<file path="src/rtl/ptp_pkg.sv">
// rtl/ptp_pkg.sv - shared constants and state encoding for the PTP pulse monitor
package ptp_pkg;

    localparam int PTP_TIME_WIDTH = 30;
    localparam int PTP_TOL_WIDTH  = 8;

    typedef enum logic [1:0] {
        ST_IDLE  = 2'd0,
        ST_ARMED = 2'd1,
        ST_HIGH  = 2'd2,
        ST_LOW   = 2'd3
    } ptp_state_e;

endpackage

</file>
<file path="src/rtl/ptp_edge_detect.sv">
// rtl/ptp_edge_detect.sv - rise/fall detector on the registered upstream pulse
module ptp_edge_detect (
    input  logic clk,
    input  logic rst_n,
    input  logic pulse_in,
    output logic rise,
    output logic fall
);

    logic pulse_q;
    logic pulse_d;

    always_comb pulse_d = pulse_in;

    always_ff @(posedge clk or negedge rst_n) begin
        if (!rst_n) begin
            pulse_q <= 1'b0;
        end else begin
            pulse_q <= pulse_d;
        end
    end

    assign rise = pulse_in & ~pulse_q;
    assign fall = ~pulse_in & pulse_q;

endmodule

</file>
<file path="src/rtl/ptp_pulse_monitor.sv">
// rtl/ptp_pulse_monitor.sv - period/width checker for the PTP periodic pulse
// Optional stall detection is built when PTP_PULSE_MON_TIMEOUT_EN is defined.
module ptp_pulse_monitor
    import ptp_pkg::*;
#(
    parameter int TIME_WIDTH = PTP_TIME_WIDTH,
    parameter int CNT_WIDTH  = 11
) (
    input  logic                     clk,
    input  logic                     rst_n,
    input  logic                     pulse_in,
    input  logic                     error_in,
    input  logic                     cfg_valid,
    input  logic [TIME_WIDTH:0]      cfg_period,
    input  logic [TIME_WIDTH:0]      cfg_width,
    input  logic [PTP_TOL_WIDTH-1:0] cfg_tol,
    output logic                     meas_valid,
    output logic [TIME_WIDTH:0]      meas_period,
    output logic [TIME_WIDTH:0]      meas_width,
    output logic [CNT_WIDTH-1:0]     pulse_count,
    output logic                     period_err,
    output logic                     width_err,
    output logic                     timeout_err,
    output logic                     upstream_err
);

    localparam int TW  = TIME_WIDTH + 1;
    localparam int TWX = TW + 1;
    typedef logic [TW-1:0] time_t;

    function automatic time_t sat_inc(input time_t v);
        return (&v) ? v : v + time_t'(1);
    endfunction

    function automatic logic out_of_tol(input time_t a, input time_t b,
                                        input logic [PTP_TOL_WIDTH-1:0] tol);
        time_t diff;
        diff = (a >= b) ? (a - b) : (b - a);
        return diff > time_t'(tol);
    endfunction

    logic rise;
    logic fall;

    ptp_edge_detect u_edge (
        .clk      (clk),
        .rst_n    (rst_n),
        .pulse_in (pulse_in),
        .rise     (rise),
        .fall     (fall)
    );

    ptp_state_e               state_q, state_d;
    time_t                    per_cnt_q, per_cnt_d;
    time_t                    hi_cnt_q, hi_cnt_d;
    time_t                    cfg_period_q, cfg_period_d;
    time_t                    cfg_width_q, cfg_width_d;
    logic [PTP_TOL_WIDTH-1:0] cfg_tol_q, cfg_tol_d;
    time_t                    meas_period_q, meas_period_d;
    time_t                    meas_width_q, meas_width_d;
    logic [CNT_WIDTH-1:0]     pulse_count_q, pulse_count_d;
    logic                     meas_valid_q, meas_valid_d;
    logic                     period_err_q, period_err_d;
    logic                     width_err_q, width_err_d;
    logic                     upstream_err_q, upstream_err_d;

`ifdef PTP_PULSE_MON_TIMEOUT_EN
    logic           timeout_err_q, timeout_err_d;
    logic           timeout_hit;
    logic [TWX-1:0] timeout_limit;

    // Extra bit keeps period + tolerance from wrapping near full scale.
    assign timeout_limit = {1'b0, cfg_period_q} + TWX'(cfg_tol_q);
    assign timeout_hit   = ((state_q == ST_HIGH) || (state_q == ST_LOW)) &&
                           ({1'b0, per_cnt_q} > timeout_limit);
    assign timeout_err   = timeout_err_q;
`else
    assign timeout_err = 1'b0;
`endif

    always_comb begin
        state_d        = state_q;
        per_cnt_d      = per_cnt_q;
        hi_cnt_d       = hi_cnt_q;
        cfg_period_d   = cfg_period_q;
        cfg_width_d    = cfg_width_q;
        cfg_tol_d      = cfg_tol_q;
        meas_period_d  = meas_period_q;
        meas_width_d   = meas_width_q;
        pulse_count_d  = pulse_count_q;
        meas_valid_d   = 1'b0;
        period_err_d   = period_err_q;
        width_err_d    = width_err_q;
        upstream_err_d = upstream_err_q;
`ifdef PTP_PULSE_MON_TIMEOUT_EN
        timeout_err_d  = timeout_err_q;
`endif
        if (error_in) begin
            upstream_err_d = 1'b1;
            state_d        = ST_IDLE;
        end else if (cfg_valid) begin
            state_d        = ST_ARMED;
            cfg_period_d   = cfg_period;
            cfg_width_d    = cfg_width;
            cfg_tol_d      = cfg_tol;
            per_cnt_d      = '0;
            hi_cnt_d       = '0;
            pulse_count_d  = '0;
            period_err_d   = 1'b0;
            width_err_d    = 1'b0;
            upstream_err_d = 1'b0;
`ifdef PTP_PULSE_MON_TIMEOUT_EN
            timeout_err_d  = 1'b0;
        end else if (timeout_hit) begin
            timeout_err_d  = 1'b1;
            state_d        = ST_ARMED;
`endif
        end else begin
            case (state_q)
                ST_ARMED: begin
                    if (rise) begin
                        state_d       = ST_HIGH;
                        per_cnt_d     = time_t'(1);
                        hi_cnt_d      = time_t'(1);
                        pulse_count_d = (&pulse_count_q) ? pulse_count_q
                                                         : pulse_count_q + CNT_WIDTH'(1);
                    end
                end
                ST_HIGH: begin
                    per_cnt_d = sat_inc(per_cnt_q);
                    hi_cnt_d  = sat_inc(hi_cnt_q);
                    if (fall) begin
                        meas_width_d = hi_cnt_q;
                        state_d      = ST_LOW;
                        if (out_of_tol(hi_cnt_q, cfg_width_q, cfg_tol_q)) begin
                            width_err_d = 1'b1;
                        end
                    end
                end
                ST_LOW: begin
                    if (rise) begin
                        meas_period_d = per_cnt_q;
                        per_cnt_d     = time_t'(1);
                        hi_cnt_d      = time_t'(1);
                        pulse_count_d = (&pulse_count_q) ? pulse_count_q
                                                         : pulse_count_q + CNT_WIDTH'(1);
                        meas_valid_d  = 1'b1;
                        state_d       = ST_HIGH;
                        if (out_of_tol(per_cnt_q, cfg_period_q, cfg_tol_q)) begin
                            period_err_d = 1'b1;
                        end
                    end else begin
                        per_cnt_d = sat_inc(per_cnt_q);
                    end
                end
                default: ;
            endcase
        end
    end

    always_ff @(posedge clk or negedge rst_n) begin
        if (!rst_n) begin
            state_q        <= ST_IDLE;
            per_cnt_q      <= '0;
            hi_cnt_q       <= '0;
            cfg_period_q   <= '0;
            cfg_width_q    <= '0;
            cfg_tol_q      <= '0;
            meas_period_q  <= '0;
            meas_width_q   <= '0;
            pulse_count_q  <= '0;
            meas_valid_q   <= 1'b0;
            period_err_q   <= 1'b0;
            width_err_q    <= 1'b0;
            upstream_err_q <= 1'b0;
        end else begin
            state_q        <= state_d;
            per_cnt_q      <= per_cnt_d;
            hi_cnt_q       <= hi_cnt_d;
            cfg_period_q   <= cfg_period_d;
            cfg_width_q    <= cfg_width_d;
            cfg_tol_q      <= cfg_tol_d;
            meas_period_q  <= meas_period_d;
            meas_width_q   <= meas_width_d;
            pulse_count_q  <= pulse_count_d;
            meas_valid_q   <= meas_valid_d;
            period_err_q   <= period_err_d;
            width_err_q    <= width_err_d;
            upstream_err_q <= upstream_err_d;
        end
    end

`ifdef PTP_PULSE_MON_TIMEOUT_EN
    always_ff @(posedge clk or negedge rst_n) begin
        if (!rst_n) begin
            timeout_err_q <= 1'b0;
        end else begin
            timeout_err_q <= timeout_err_d;
        end
    end
`endif

    assign meas_valid   = meas_valid_q;
    assign meas_period  = meas_period_q;
    assign meas_width   = meas_width_q;
    assign pulse_count  = pulse_count_q;
    assign period_err   = period_err_q;
    assign width_err    = width_err_q;
    assign upstream_err = upstream_err_q;

endmodule

</file>
<file path="config.mk">
export PLATFORM = sky130hd
export DESIGN_NAME = ptp_pulse_monitor
export DESIGN_NICKNAME = d
export VERILOG_FILES = /design/src/rtl/ptp_pkg.sv /design/src/rtl/ptp_edge_detect.sv /design/src/rtl/ptp_pulse_monitor.sv
export SDC_FILE = /design/constraint.sdc
export NUM_CORES = 1
export LEC_CHECK = 0
export CORE_ASPECT_RATIO = 0.6
export CORE_UTILIZATION = 57
export DETAILED_ROUTE_END_ITERATION = 10
export PLACE_DENSITY = 0.82
export SYNTH_ARGS = -nofsm -noshare
export SYNTH_HDL_FRONTEND = slang
export SYNTH_HIERARCHICAL = 1
export SYNTH_SLANG_ARGS = --single-unit
</file>
<file path="constraint.sdc">
create_clock -name clk -period 7.45 [get_ports clk]
set_input_delay 2.235 -clock clk [delete_from_list [all_inputs] [get_ports clk]]
set_output_delay 2.235 -clock clk [all_outputs]
set_load 0.03 [all_outputs]
</file>
Yosys cells after proc, flatten, opt, wreduce, memory -nomap -nowiden
Index checks and enable logic that the tools add are counted.
- output and inout bits: 78
- logic and storage cells: 97
- register bits after elaboration: 212
- bits of input ports: 75
- bitwise logic cells: 6
- $lt $le $gt $ge: 4
- add/sub/neg operators: 7
- mux-type cells: 33
- equality and inequality tests: 9
- reductions and logical operators: 24
- operators by type and width (operator ; count):
    two-way mux 31 bit ; 8
    subtractor 31 bit ; 4
    one-hot mux 31 bit (3 select lines) ; 1
    adder 31 x 1 -> 31 bit, second input constant ; 2
    greater-or-equal comparator 31 bit ; 2
    greater-than comparator 31 x 8 -> 1 bit ; 2
    one-hot mux 31 bit (2 select lines) ; 1
    AND reduction 31 bit ; 2
    two-way mux 11 bit ; 4
    AND reduction 4 bit ; 6
    nonzero test 2 bit ; 8
    two-way mux 1 bit ; 14
    adder 11 x 1 -> 11 bit, second input constant ; 1
    AND reduction 11 bit ; 1
    two-way mux 2 bit ; 4
    nonzero test 4 bit ; 2
    != test 3 bit, second input constant ; 2
    AND reduction 3 bit ; 2
    == test 2 bit, second input constant ; 2
    != test 4 x 1 -> 1 bit, second input constant ; 1
    != test 4 bit, second input constant ; 1
    NOT 1 bit ; 4
    one-hot mux 2 bit (2 select lines) ; 1
    != test 3 x 1 -> 1 bit, second input constant ; 1
    other kinds (6) ; 7

Logic depth before layout (Yosys ltp)
Gate-level depths: netlist (run 1).
- depth after elaboration: 7
- gate-level depth with buffers: 26
- depth with buffers taken out: 22

Cells and area by module
The synthesis (run 1) kept the hierarchy.
- by module, submodules not included (module ; times used ; seq. area each (um^2) ; area each (um^2) ; cells each):
    ptp_pulse_monitor ; 1 ; 5280.1 ; 16618.4 ; 2011
    ptp_edge_detect ; 1 ; 25.0 ; 40.0 ; 3

Worst setup path after synthesis (run 1)
No wires, ideal clock.
- path kind: register -> register
- start: register per_cnt_q[9]
- end: register period_err_q (netlist: period_err)
- data arrival time: 4.668 ns
- data required time: 7.317 ns
- path buffers: 5
- setup slack: 2.649 ns
- stages on the path, launching flop included: 26
- period minus slack after synthesis: 4.801 ns
- library setup time: 0.133 ns
- cells stage by stage: dfrtp_1 -> clkbuf_1 -> inv_1 -> ha_1 -> clkbuf_1 -> nand4_1 -> nor2_1 -> nand3_1 -> and2_1 -> clkbuf_1 -> o21ai_4 -> buf_4 -> buf_2 -> nor3_1 -> a31o_2 -> xnor2_1 -> ha_1 -> a2111oi_0 -> a2111o_1 -> nand3_1 -> or3_1 -> a21oi_1 -> a211o_1 -> o2111ai_1 -> nor4_2 -> a211oi_1
- longest elaborated chain between the ends: 5
- elaborated cells on any way between the ends: 7
- those cells by class: 2 x add/sub; 2 x order compare; 1 x mux; 2 x reduce/logical
- ends and longest elaborated chain (what ; line ; text):
    start: declaration ; ptp_pulse_monitor.sv:54 ; time_t per_cnt_q, per_cnt_d;
    start signal: assignment ; ptp_pulse_monitor.sv:178 ; per_cnt_q <= per_cnt_d;
    subtractor 31 bit or greater-or-equal comparator 31 bit (tied branches) ; ptp_pulse_monitor.sv:38 ; diff = (a >= b) ? (a - b) : (b - a);
    two-way mux 31 bit (*) ; ptp_pulse_monitor.sv:38 ;
    greater-than comparator 31 x 8 -> 1 bit (*) ; ptp_pulse_monitor.sv:39 ; return diff > time_t'(tol);
    nonzero test 2 bit (no source line) (*) ; n/a ;
    AND reduction 4 bit (no source line) (*) ; n/a ;
    end signal: assignment ; ptp_pulse_monitor.sv:187 ; period_err_q <= period_err_d;
    end: declaration ; ptp_pulse_monitor.sv:63 ; logic period_err_q, period_err_d;
Every way passes the cells marked *; elsewhere a longest branch is shown, timed or not.
A chain may end at the register's enable or synchronous reset.

Worst setup path in the final report (run 1)
- start: register hi_cnt_q[22]
- end: register width_err_q (netlist: width_err)
- longest elaborated chain between the ends: 5
- elaborated cells on any way between the ends: 7
- those cells by class: 2 x add/sub; 2 x order compare; 1 x mux; 2 x reduce/logical
- ends and longest elaborated chain (what ; line ; text):
    start: declaration ; ptp_pulse_monitor.sv:55 ; time_t hi_cnt_q, hi_cnt_d;
    start signal: assignment ; ptp_pulse_monitor.sv:179 ; hi_cnt_q <= hi_cnt_d;
    subtractor 31 bit or greater-or-equal comparator 31 bit (tied branches) ; ptp_pulse_monitor.sv:38 ;
    two-way mux 31 bit (*) ; ptp_pulse_monitor.sv:38 ;
    greater-than comparator 31 x 8 -> 1 bit (*) ; ptp_pulse_monitor.sv:39 ;
    nonzero test 2 bit (no source line) (*) ; n/a ;
    AND reduction 4 bit (no source line) (*) ; n/a ;
    end signal: assignment ; ptp_pulse_monitor.sv:188 ; width_err_q <= width_err_d;
    end: declaration ; ptp_pulse_monitor.sv:64 ; logic width_err_q, width_err_d;
Marks and branches as above.

==> flow_summary.yaml, run 1 <==
setup_path:
  critPathTopFamily: "compound AO/OA/AOI/OAI gates"
  required_ps: 7850
  timing_worst_setup_path_type: "reg -> reg"
  cp-end-kind: "register"
  slowest_stage: "a211oi_2"
  r2r_setup_slack_ps: 1290
  r2r_cells: 22
  crit_path_start_kind: "register"
  max_stage_delay_ps: 670
  crit_buf_inv: 1
  r2r-end: "width_err"
  path_cells: "inv_1, ha_1, nand4_1, nor2_1, o21ai_1, a211oi_2, nor2_4, mux2_1, a31oi_1, o22ai_1, xor2_1, ha_1, a21o_1, a21oi_1, a21oi_1, a2111oi_0, nor2_1, a31o_2, a211oi_1, nand4_1, nor4_1, a31oi_1"
  crit-reg2reg-launch: "hi_cnt_q[22]"
  arrival_ps: 6560
  crit_fanout: 17
cts:
  numCtsBuffers: 22
  clkLatencyLatePin_ps: 550
  postCtsResizedCells: 0
  clock-root-buffer: "clkbuf_16"
  tritoncts: "built"
  cts_setup_buffers: 0
  clkTransAtPathRegs_ps: 70
  clock-sinks: 212
  cts.htree.levels: 1
  clockBufferDepth: 3
  cts_hold_buf: 0
timing:
  min_period_over_period: 0.827
  rsz0062_at_grt: "no"
  tns_ps: 0
  max_freq_mhz: 162
  slew_violations: 0
  whs_ps: 480
  report.final.setup_viol: 0
  max_slew.worst_pin.slew_ps: 1280
  fin_crit_ps: 6160
  finalClockSkew_ps: 18.3
  hold_viol_final: 0
  slew_headroom: 0.138
layout:
  fill_cells: 2288
  nNetsFinal: 2331
  fin_util: 0.666
  drive_gt1_frac: 0.0673
  area_growth_pct: 14.7
  stdcell_count: 2503
grt:
  grt_pass1_vias: 15300
  grtUsageMet1: 0.660
  antenna_found_initial: 2
  met2_usage: 0.492
  use_met3: 0.146
  grt_start_max_net_pins: 116
  grtUsageTotal: 0.403
  grt_pass1_wl_mm: 92.2
  overflow: 0
  grt-busiest-layer: "met1"
placed_design:
  dp_hpwl_mm: 47.1
  place_inst: 2462
  place.port_buffers: 151
  gp_congestion: 1.03
logic_synthesis:
  syn_inst: 2014
  syn_avg_cell_area_um2: 8.27
  synth_top_area_share: 0.318
  synth_cell_types: 95
  synth_area_leaders: "dfrtp_1 (32%), ha_1 (11%), o21ai_0 (6.2%)"
  yosysWarnings: 6
  synth-main-ff-cell: "dfrtp_1"
  ys_async_sr_fraction: 1.00
  syn-cell-area_um2: 16700
  synth.mux.area_fraction: 0.0348
  synth_compound_area_frac: 0.240
  synthXorXnorAreaFrac: 0.0531
  ys_ff_latch: 212
  syn-num-nets: 2234
  synth_fa_ha_area_frac: 0.111
  synthSimpleGateAreaFrac: 0.179
  synth_top_family_by_area: "compound AO/OA/AOI/OAI gates"
  synth-edff-count: 0
  ys_seq_area_frac: 0.318
  synth_top_cell_by_area: "dfrtp_1"
pwr:
  ir_drop_uv: 171
  powerDensity_nw_per_um2: 191
  finalPower_mw: 3.65
  p_leak_nw: 8.34
floorplanning:
  die_y_um: 134
  fp.dieW_um: 223
  fp.dieArea_um2: 29900
  start_util: 0.580
  io_pins: 153
  core-area_um2: 28700
  num_rows: 48
worst_hold_path:
  hold_end: "meas_width[12]"
  hold_start: "meas_width[12]"
  hp-class: "reg -> reg"
  hold_depth: 2
detailed_routing:
  first_iter_violations: 2075
  routed_wl_mm: 60.1
  vias_per_cell: 6.54
  ant_nets: 0
  vias: 16400
  dr.pass1.iters: 8
  drcViolationCount: 0
  routedWlPerCell_um: 24.0
flow_run:
  maxCapViolations: 0
run_status:
  status: "completed"
cell type report:
class | count | area (um2) | area share
well taps | 375 | 469 | 0.0246
clock inverters | 10 | 113 | 0.00589
flip-flops and latches | 212 | 5310 | 0.278
inverters | 159 | 597 | 0.0312
clock buffers | 29 | 617 | 0.0323
repair buffers | 168 | 1680 | 0.0880
diodes | 2 | 5.00 | 0.000262
multi-input cells | 1548 | 10300 | 0.540
Yosys cell counts, types with 37 or more instances:
| cell type | count |
|---|---|
| buf_2 | 37 |
| nand4_1 | 56 |
| a21oi_1 | 150 |
| ha_1 | 141 |
| a21o_1 | 59 |
| mux2_2 | 38 |
| xnor2_1 | 82 |
| nand2_1 | 239 |
| dfrtp_1 | 212 |
| nor2_1 | 144 |
| clkbuf_1 | 44 |
| inv_1 | 158 |
| nand3_1 | 41 |
| o21ai_0 | 205 |
where the power goes:
part | leakage [nW] | total, mW | internal [mW] | switching (mW)
registers | 2.83 | 1.25 | 1.21 | 0.0409
logic | 5.16 | 1.26 | 0.462 | 0.794
clock network | 0.345 | 1.15 | 0.628 | 0.521
sequential cells by signal, indices dropped and copies added (netlist names):
signal and cells:
pulse_count 11, state_q 2, meas_period 31, hi_cnt_q 31, meas_valid 1, meas_width 31
upstream_err 1, per_cnt_q 31, width_err 1, period_err 1, cfg_tol_q 8, cfg_period_q 31
u_edge/pulse_q 1, cfg_width_q 31
worst min-delay path, delay by kind of cell, from the launching register on:
kind	cells	cell delay, ps
DFF	1	340
AOI/OAI and AO/OA	1	60
and+or+nand+nor	1	50
logic make-up after synthesis:
| kind of cell | after synthesis |
|---|---|
| buffers and inverters | 254 |
| other | 1 |
| flip-flops | 212 |
| multiplexers | 53 |
| AND/OR/NAND/NOR | 630 |
| adder cells (fa/ha/maj) | 145 |
| AO/OA/AOI/OAI | 618 |
| XOR/XNOR | 101 |
how the worst max path moves through the flow:
stage | slack (ps) | endpoint | cells past startpoint | start
global route | 870 | width_err | 22 | hi_cnt_q[22]
global placement | 1630 | width_err | 22 | hi_cnt_q[22]
floorplan | 2650 | period_err | 25 | per_cnt_q[9]
CTS | 1530 | width_err | 22 | hi_cnt_q[22]
detailed placement | 1590 | width_err | 22 | hi_cnt_q[22]
finish | 1290 | width_err | 22 | hi_cnt_q[22]
metrics by stage:
stage               area [um2]  worst slack [ps]
CTS                      19100              1530
global route             19100               866
finish                   19100              1290
floorplan                16700              2650
global placement         18400              1630
detailed placement       18400              1590
metal layers:
layer / up-vias / wire [um]
li1: 7317 / -
met1: 7987 / 29300
met2: 1003 / 21300
met3: 53 / 8810
met4: 2 / 596
met5: - / 64
placed cells by master, fill, tap and decap left out, types with 59 or more instances in the layout:
cell / instances
a21oi_1: 150
a21o_1: 59
ha_1: 141
nand2_1: 239
o21ai_0: 205
nor2_1: 142
dfrtp_1: 212
xnor2_1: 82
clkdlybuf4s50_1: 150
inv_1: 158
(Power assumes the default switching activity.)
==> run 2, diff against run 1 <==
--- a/config.mk
+++ b/config.mk
@@ -6,7 +6,7 @@
 export NUM_CORES = 1
 export LEC_CHECK = 0
 export CORE_ASPECT_RATIO = 0.6
-export CORE_UTILIZATION = 57
+export CORE_UTILIZATION = 54
 export DETAILED_ROUTE_END_ITERATION = 10
 export PLACE_DENSITY = 0.82
 export SYNTH_ARGS = -nofsm -noshare
==> constraint.sdc (replaced) <==
create_clock -name clk -period 5.6 [get_ports clk]
set_input_delay 1.68 -clock clk [delete_from_list [all_inputs] [get_ports clk]]
set_output_delay 1.68 -clock clk [all_outputs]
set_load 0.03 [all_outputs]
==> run 2 against run 1 <==
Effect of this change:
- largest cell class unchanged
- register-to-register slack worse by 950 ps
- critical path depth decreased by 1
- first-iteration DRC count grew 14%
- utilization decreased by 1.8 points
- largest power group unchanged
- non-clock buffer count rose by 49
- sequential power is 33% higher
- final cell count rose by 3.1%
- wire length up 0.34%
- highest routed layer unchanged
- global-route usage fell by 2.5 points
==> flow_summary.yaml, run 2 (synthesized netlist as in run 1, its figures left out) <==
timing:
  min_period_over_period: 0.940
  whs_ps: 483
  fin_crit_ps: 5260
  report.final.setup_viol: 0
  tns_ps: 0
  slew_violations: 0
  rsz0062_at_grt: "no"
  max_slew.worst_pin.slew_ps: 993
  max_freq_mhz: 190
  slew_headroom: 0.335
  finalClockSkew_ps: 15.0
  hold_viol_final: 0
grt:
  grt_pass1_vias: 15100
  grt_pass1_wl_mm: 91.6
  grtUsageTotal: 0.377
  overflow: 0
  grt_start_max_net_pins: 108
  antenna_found_initial: 1
cts:
  clkLatencyLatePin_ps: 550
  clkTransAtPathRegs_ps: 60
  cts_hold_buf: 0
  clockBufferDepth: 3
  tritoncts: "built"
  numCtsBuffers: 23
  clock-sinks: 212
  cts.htree.levels: 1
  cts_setup_buffers: 0
  clock-root-buffer: "clkbuf_16"
worst_hold_path:
  hold_end: "meas_width[15]"
  hold_start: "meas_width[15]"
  hold_depth: 2
  hp-class: "reg -> reg"
layout:
  stdcell_count: 2581
  fin_util: 0.647
  area_growth_pct: 17.2
  mostFrequentLayoutCells: "nand2_1 (239), dfrtp_1 (212), o21ai_0 (205), inv_1 (158)"
  n_antenna_cell: 0
  drive_gt1_frac: 0.0902
  fill_cells: 2578
  final_common_cell: "nand2_1"
  nNetsFinal: 2381
placed_design:
  dp_hpwl_mm: 47.2
  place.port_buffers: 151
  gp_congestion: 1.04
  place_inst: 2544
setup_path:
  crit_buf_inv: 3
  r2r-end: "period_err"
  max_stage_delay_ps: 500
  r2r_setup_slack_ps: 340
  crit_path_start_kind: "register"
  arrival_ps: 5670
  crit-reg2reg-launch: "per_cnt_q[24]"
  cp-end-kind: "register"
  r2r_cells: 21
  crit_fanout: 9
  critPathTopFamily: "compound AO/OA/AOI/OAI gates"
  required_ps: 6000
  path_cells: "inv_1, ha_1, a21oi_1, o21ai_0, a221oi_1, and2_2, o21ai_4, buf_4, o31ai_1, xnor2_1, ha_1, nand4_1, o32ai_1, buf_4, nand3_1, or3_1, a21oi_1, a211o_1, o2111ai_1, nor4_2, a211oi_1"
  timing_worst_setup_path_type: "reg -> reg"
  slowest_stage: "dfrtp_1"
detailed_routing:
  dr.pass1.iters: 6
  vias: 16400
  routed_wl_mm: 60.3
  ant_nets: 0
  routedWlPerCell_um: 23.4
  drcViolationCount: 0
  first_iter_violations: 2361
  vias_per_cell: 6.37
floorplanning:
  fp.dieArea_um2: 31600
  io_pins: 153
  start_util: 0.552
  num_rows: 49
  fp.dieW_um: 229
  core-area_um2: 30200
  die_y_um: 138
pwr:
  ir_drop_uv: 216
  finalPower_mw: 4.90
  p_leak_nw: 8.60
  powerDensity_nw_per_um2: 251
flow_run:
  maxCapViolations: 0
run_status:
  status: "completed"
## run 2: changes by cell type in the layout (fill, tap and decap cells not counted), sizes merged
cell,before,now
buf,18,67
clkinvlp,4,1
diode,2,0
clkinv,4,5
## run 2: worst reg2reg max path, delay by kind of cell (launching register included)
kind,cells,cell delay (ps)
flip-flops,1,500
buffers and inverters,3,430
adder cells (fa/ha/maj),2,770
AO/OA/AOI/OAI,10,2100
AND/OR/NAND/NOR,5,1150
XOR/XNOR,1,170
## run 2: how the worst max path moves through the flow
stage | start | end | depth (start not counted)
4_1_cts | hi_cnt_q[4] | width_err | 22
3_5_place_dp | hi_cnt_q[4] | width_err | 22
5_1_grt | hi_cnt_q[12] | width_err | 22
6_report | per_cnt_q[24] | period_err | 21
3_3_place_gp | per_cnt_q[24] | period_err | 21
2_1_floorplan | per_cnt_q[9] | period_err | 25
## run 2: cell type report
class                           count  area, um2  area share
Sequential cell                   212       5310       0.272
Clock buffer                       29        628      0.0322
Multi-Input combinational cell   1548      10400       0.531
Inverter                          159        597      0.0306
Timing Repair Buffer              217       2040       0.104
Clock inverter                      8       86.3     0.00442
Tap cell                          408        510      0.0261
## run 2: stage by stage
stage	area, um2	setup slack, ps
after floorplan	16700	799
after global placement	18800	449
after detailed placement	18800	296
after CTS	19500	294
after global routing	19500	28.1
final	19500	335
## run 2: per-layer routing
metal | share of wire | GRT usage | vias to the layer above
met5 | 0.00022 | 0 | -
met4 | 0.012 | 0.0477 | 2
met3 | 0.15 | 0.153 | 65
met2 | 0.35 | 0.452 | 963
met1 | 0.48 | 0.618 | 7984
li1 | - | - | 7417
## run 2: timing repair
item                       4_1_cts  5_1_grt
gates resized for setup          0        9
hold endpoints to repair         0        0
setup endpoints to repair        0        2
## run 2: power by group
group          internal (mW)  switching [mW]
Clock                  0.841           0.684
Combinational          0.644            1.07
Sequential              1.61          0.0537
==> run 3, diff against run 2 <==
--- a/config.mk
+++ b/config.mk
@@ -5,10 +5,13 @@
 export SDC_FILE = /design/constraint.sdc
 export NUM_CORES = 1
 export LEC_CHECK = 0
+export CAP_MARGIN = 5
+export CELL_PAD_IN_SITES_DETAIL_PLACEMENT = 0
+export CELL_PAD_IN_SITES_GLOBAL_PLACEMENT = 1
 export CORE_ASPECT_RATIO = 0.6
-export CORE_UTILIZATION = 54
+export CORE_UTILIZATION = 40
 export DETAILED_ROUTE_END_ITERATION = 10
-export PLACE_DENSITY = 0.82
+export PLACE_DENSITY = 0.8
 export SYNTH_ARGS = -nofsm -noshare
 export SYNTH_HDL_FRONTEND = slang
 export SYNTH_HIERARCHICAL = 1
==> run 3 against run 2 <==
Effect of this change:
- wire length fell by 1.7%
- clock power rose by 3%
- global-route usage fell by 10 points
- critical path type unchanged
- combinational power fell by 2%
- largest cell class unchanged
==> flow_summary.yaml, run 3 (synthesized netlist as in run 1, its figures left out) <==
setup_path:
  cpMostUsedCell: "ha_1"
  r2r-end: "period_err"
  slowest_stage: "ha_1"
  path_cells: "inv_1, ha_1, and4_1, o211ai_1, a31o_1, and3_1, o21ai_4, nor3_1, a31o_2, xnor2_1, ha_1, a2111oi_0, a2111o_1, nand3_1, or3_1, a21oi_1, a211o_1, o2111ai_1, nor4_2, a211oi_1"
  max_stage_delay_ps: 580
  r2r_cells: 20
  required_ps: 5990
  r2r_setup_slack_ps: 300
  crit_path_start_kind: "register"
  arrival_ps: 5680
  crit-reg2reg-launch: "per_cnt_q[13]"
  cp-end-kind: "register"
  crit_fanout: 10
  timing_worst_setup_path_type: "reg -> reg"
cts:
  cts_setup_buffers: 0
  clkTransAtPathRegs_ps: 70
  clock-root-buffer: "clkbuf_16"
  clock-sinks: 212
  clkLatencyLatePin_ps: 550
  tritoncts: "built"
  clockBufferDepth: 3
  cts.htree.levels: 1
  numCtsBuffers: 23
placed_design:
  place_area_um2: 19000
  gp_congestion: 0.983
  place.port_buffers: 151
  dp_hpwl_mm: 46.8
floorplanning:
  num_rows: 57
  fp.dieW_um: 265
  io_pins: 153
  start_util: 0.409
  die_y_um: 160
  core-area_um2: 40700
  fp.dieArea_um2: 42500
timing:
  max_slew.worst_pin.slew_ps: 1020
  finalClockSkew_ps: 25.7
  slew_headroom: 0.308
  slew_violations: 0
  fin_crit_ps: 5300
  report.final.setup_viol: 0
  min_period_over_period: 0.946
  rsz0062_at_grt: "no"
  hold_viol_final: 0
  max_freq_mhz: 189
  tns_ps: 0
detailed_routing:
  routed_wl_mm: 59.2
  dr.pass1.iters: 5
  first_iter_violations: 1814
  ant_nets: 0
  vias_per_cell: 5.83
  drcViolationCount: 0
  routedWlPerCell_um: 21.7
  vias: 16000
flow_run:
  maxCapViolations: 0
grt:
  antenna_found_initial: 3
  grt_pass1_vias: 14700
  grt_pass1_wl_mm: 90.4
  grtUsageTotal: 0.275
  grt_start_max_net_pins: 98
  overflow: 0
worst_hold_path:
  hold_end: "meas_width[11]"
  hp-class: "reg -> reg"
  hold_start: "meas_width[11]"
  hold_depth: 2
layout:
  multi_input_area_um2: 10300
  drive_gt1_frac: 0.0905
  nNetsFinal: 2380
  final_common_cell: "nand2_1"
  stdcell_area_um2: 19700
  mostFrequentLayoutCells: "nand2_1 (239), dfrtp_1 (212), o21ai_0 (205), inv_1 (158)"
  fill_cells: 3928
  area_growth_pct: 18.4
  final-seq-area_um2: 5310
  n_antenna_cell: 0
pwr:
  ir_drop_uv: 227
  powerDensity_nw_per_um2: 249
  p_leak_nw: 8.59
run_status:
  status: "completed"
==> run 3: cell types whose count changed in the layout (fill, tap and decap cells not counted), sizes merged <==
cell / change
bufinv: +1
clkinvlp: +2
clkbuf: -1
buf: -1
inv: +2
==> run 3: cell type report <==
cell class	count	area share
inverters	159	0.0303
clock buffers	28	0.0311
well taps	560	0.0355
flip-flops and latches	212	0.269
clock inverters	13	0.00717
multi-input cells	1548	0.524
repair buffers	216	0.103
==> run 3: repair_timing <==
item | CTS | global route
endpoints found under the hold margin | 0 | 0
endpoints found under the setup margin | 0 | 1
hold buffers | 0 | 0
resized for setup | 0 | 5
==> run 3: power by group <==
group          switching (mW)  total (mW)  internal (mW)
clock network           0.699        1.58          0.884
registers              0.0539        1.66           1.61
logic                    1.03        1.68          0.647
==> run 3: through the flow <==
step	hold slack [ps]	total power [mW]	util	cells	worst slack [ps]
after global placement	468	3.30	0.465	2695	471
after detailed placement	469	3.30	0.465	2695	282
final	478	4.92	0.484	2736	303
after global routing	502	5.17	0.484	2736	18.7
after CTS	484	4.90	0.484	2736	229
after floorplan	478	2.78	-	2014	799
==> run 3: critical path: cells and delay by family (launching register included) <==
family	cells	cell delay [ps]
buffers and inverters	1	170
flip-flops	1	490
adder cells (fa/ha/maj)	2	880
AO/OA/AOI/OAI	10	2170
XOR/XNOR	1	120
AND/OR/NAND/NOR	6	1310
==> run 3: worst max-delay path by stage <==
stage / slack, ps / cells past startpoint / to / start
6_report: 300 / 20 / period_err / per_cnt_q[13]
5_1_grt: 20 / 23 / width_err / hi_cnt_q[2]
4_1_cts: 230 / 23 / width_err / hi_cnt_q[4]
3_5_place_dp: 280 / 23 / width_err / hi_cnt_q[4]
3_3_place_gp: 470 / 23 / width_err / hi_cnt_q[10]
2_1_floorplan: 800 / 25 / period_err / per_cnt_q[9]
==> run 3: per-layer routing <==
metal  share of wire  track usage  vias to the layer above  wire (um)
li1                -            -                     7407          -
met1            0.53        0.464                     7769      31600
met2            0.34        0.322                      720      20300
met3            0.11       0.0859                       49       6460
met4           0.015       0.0465                        6        897
met5         0.00066            0                        -         39
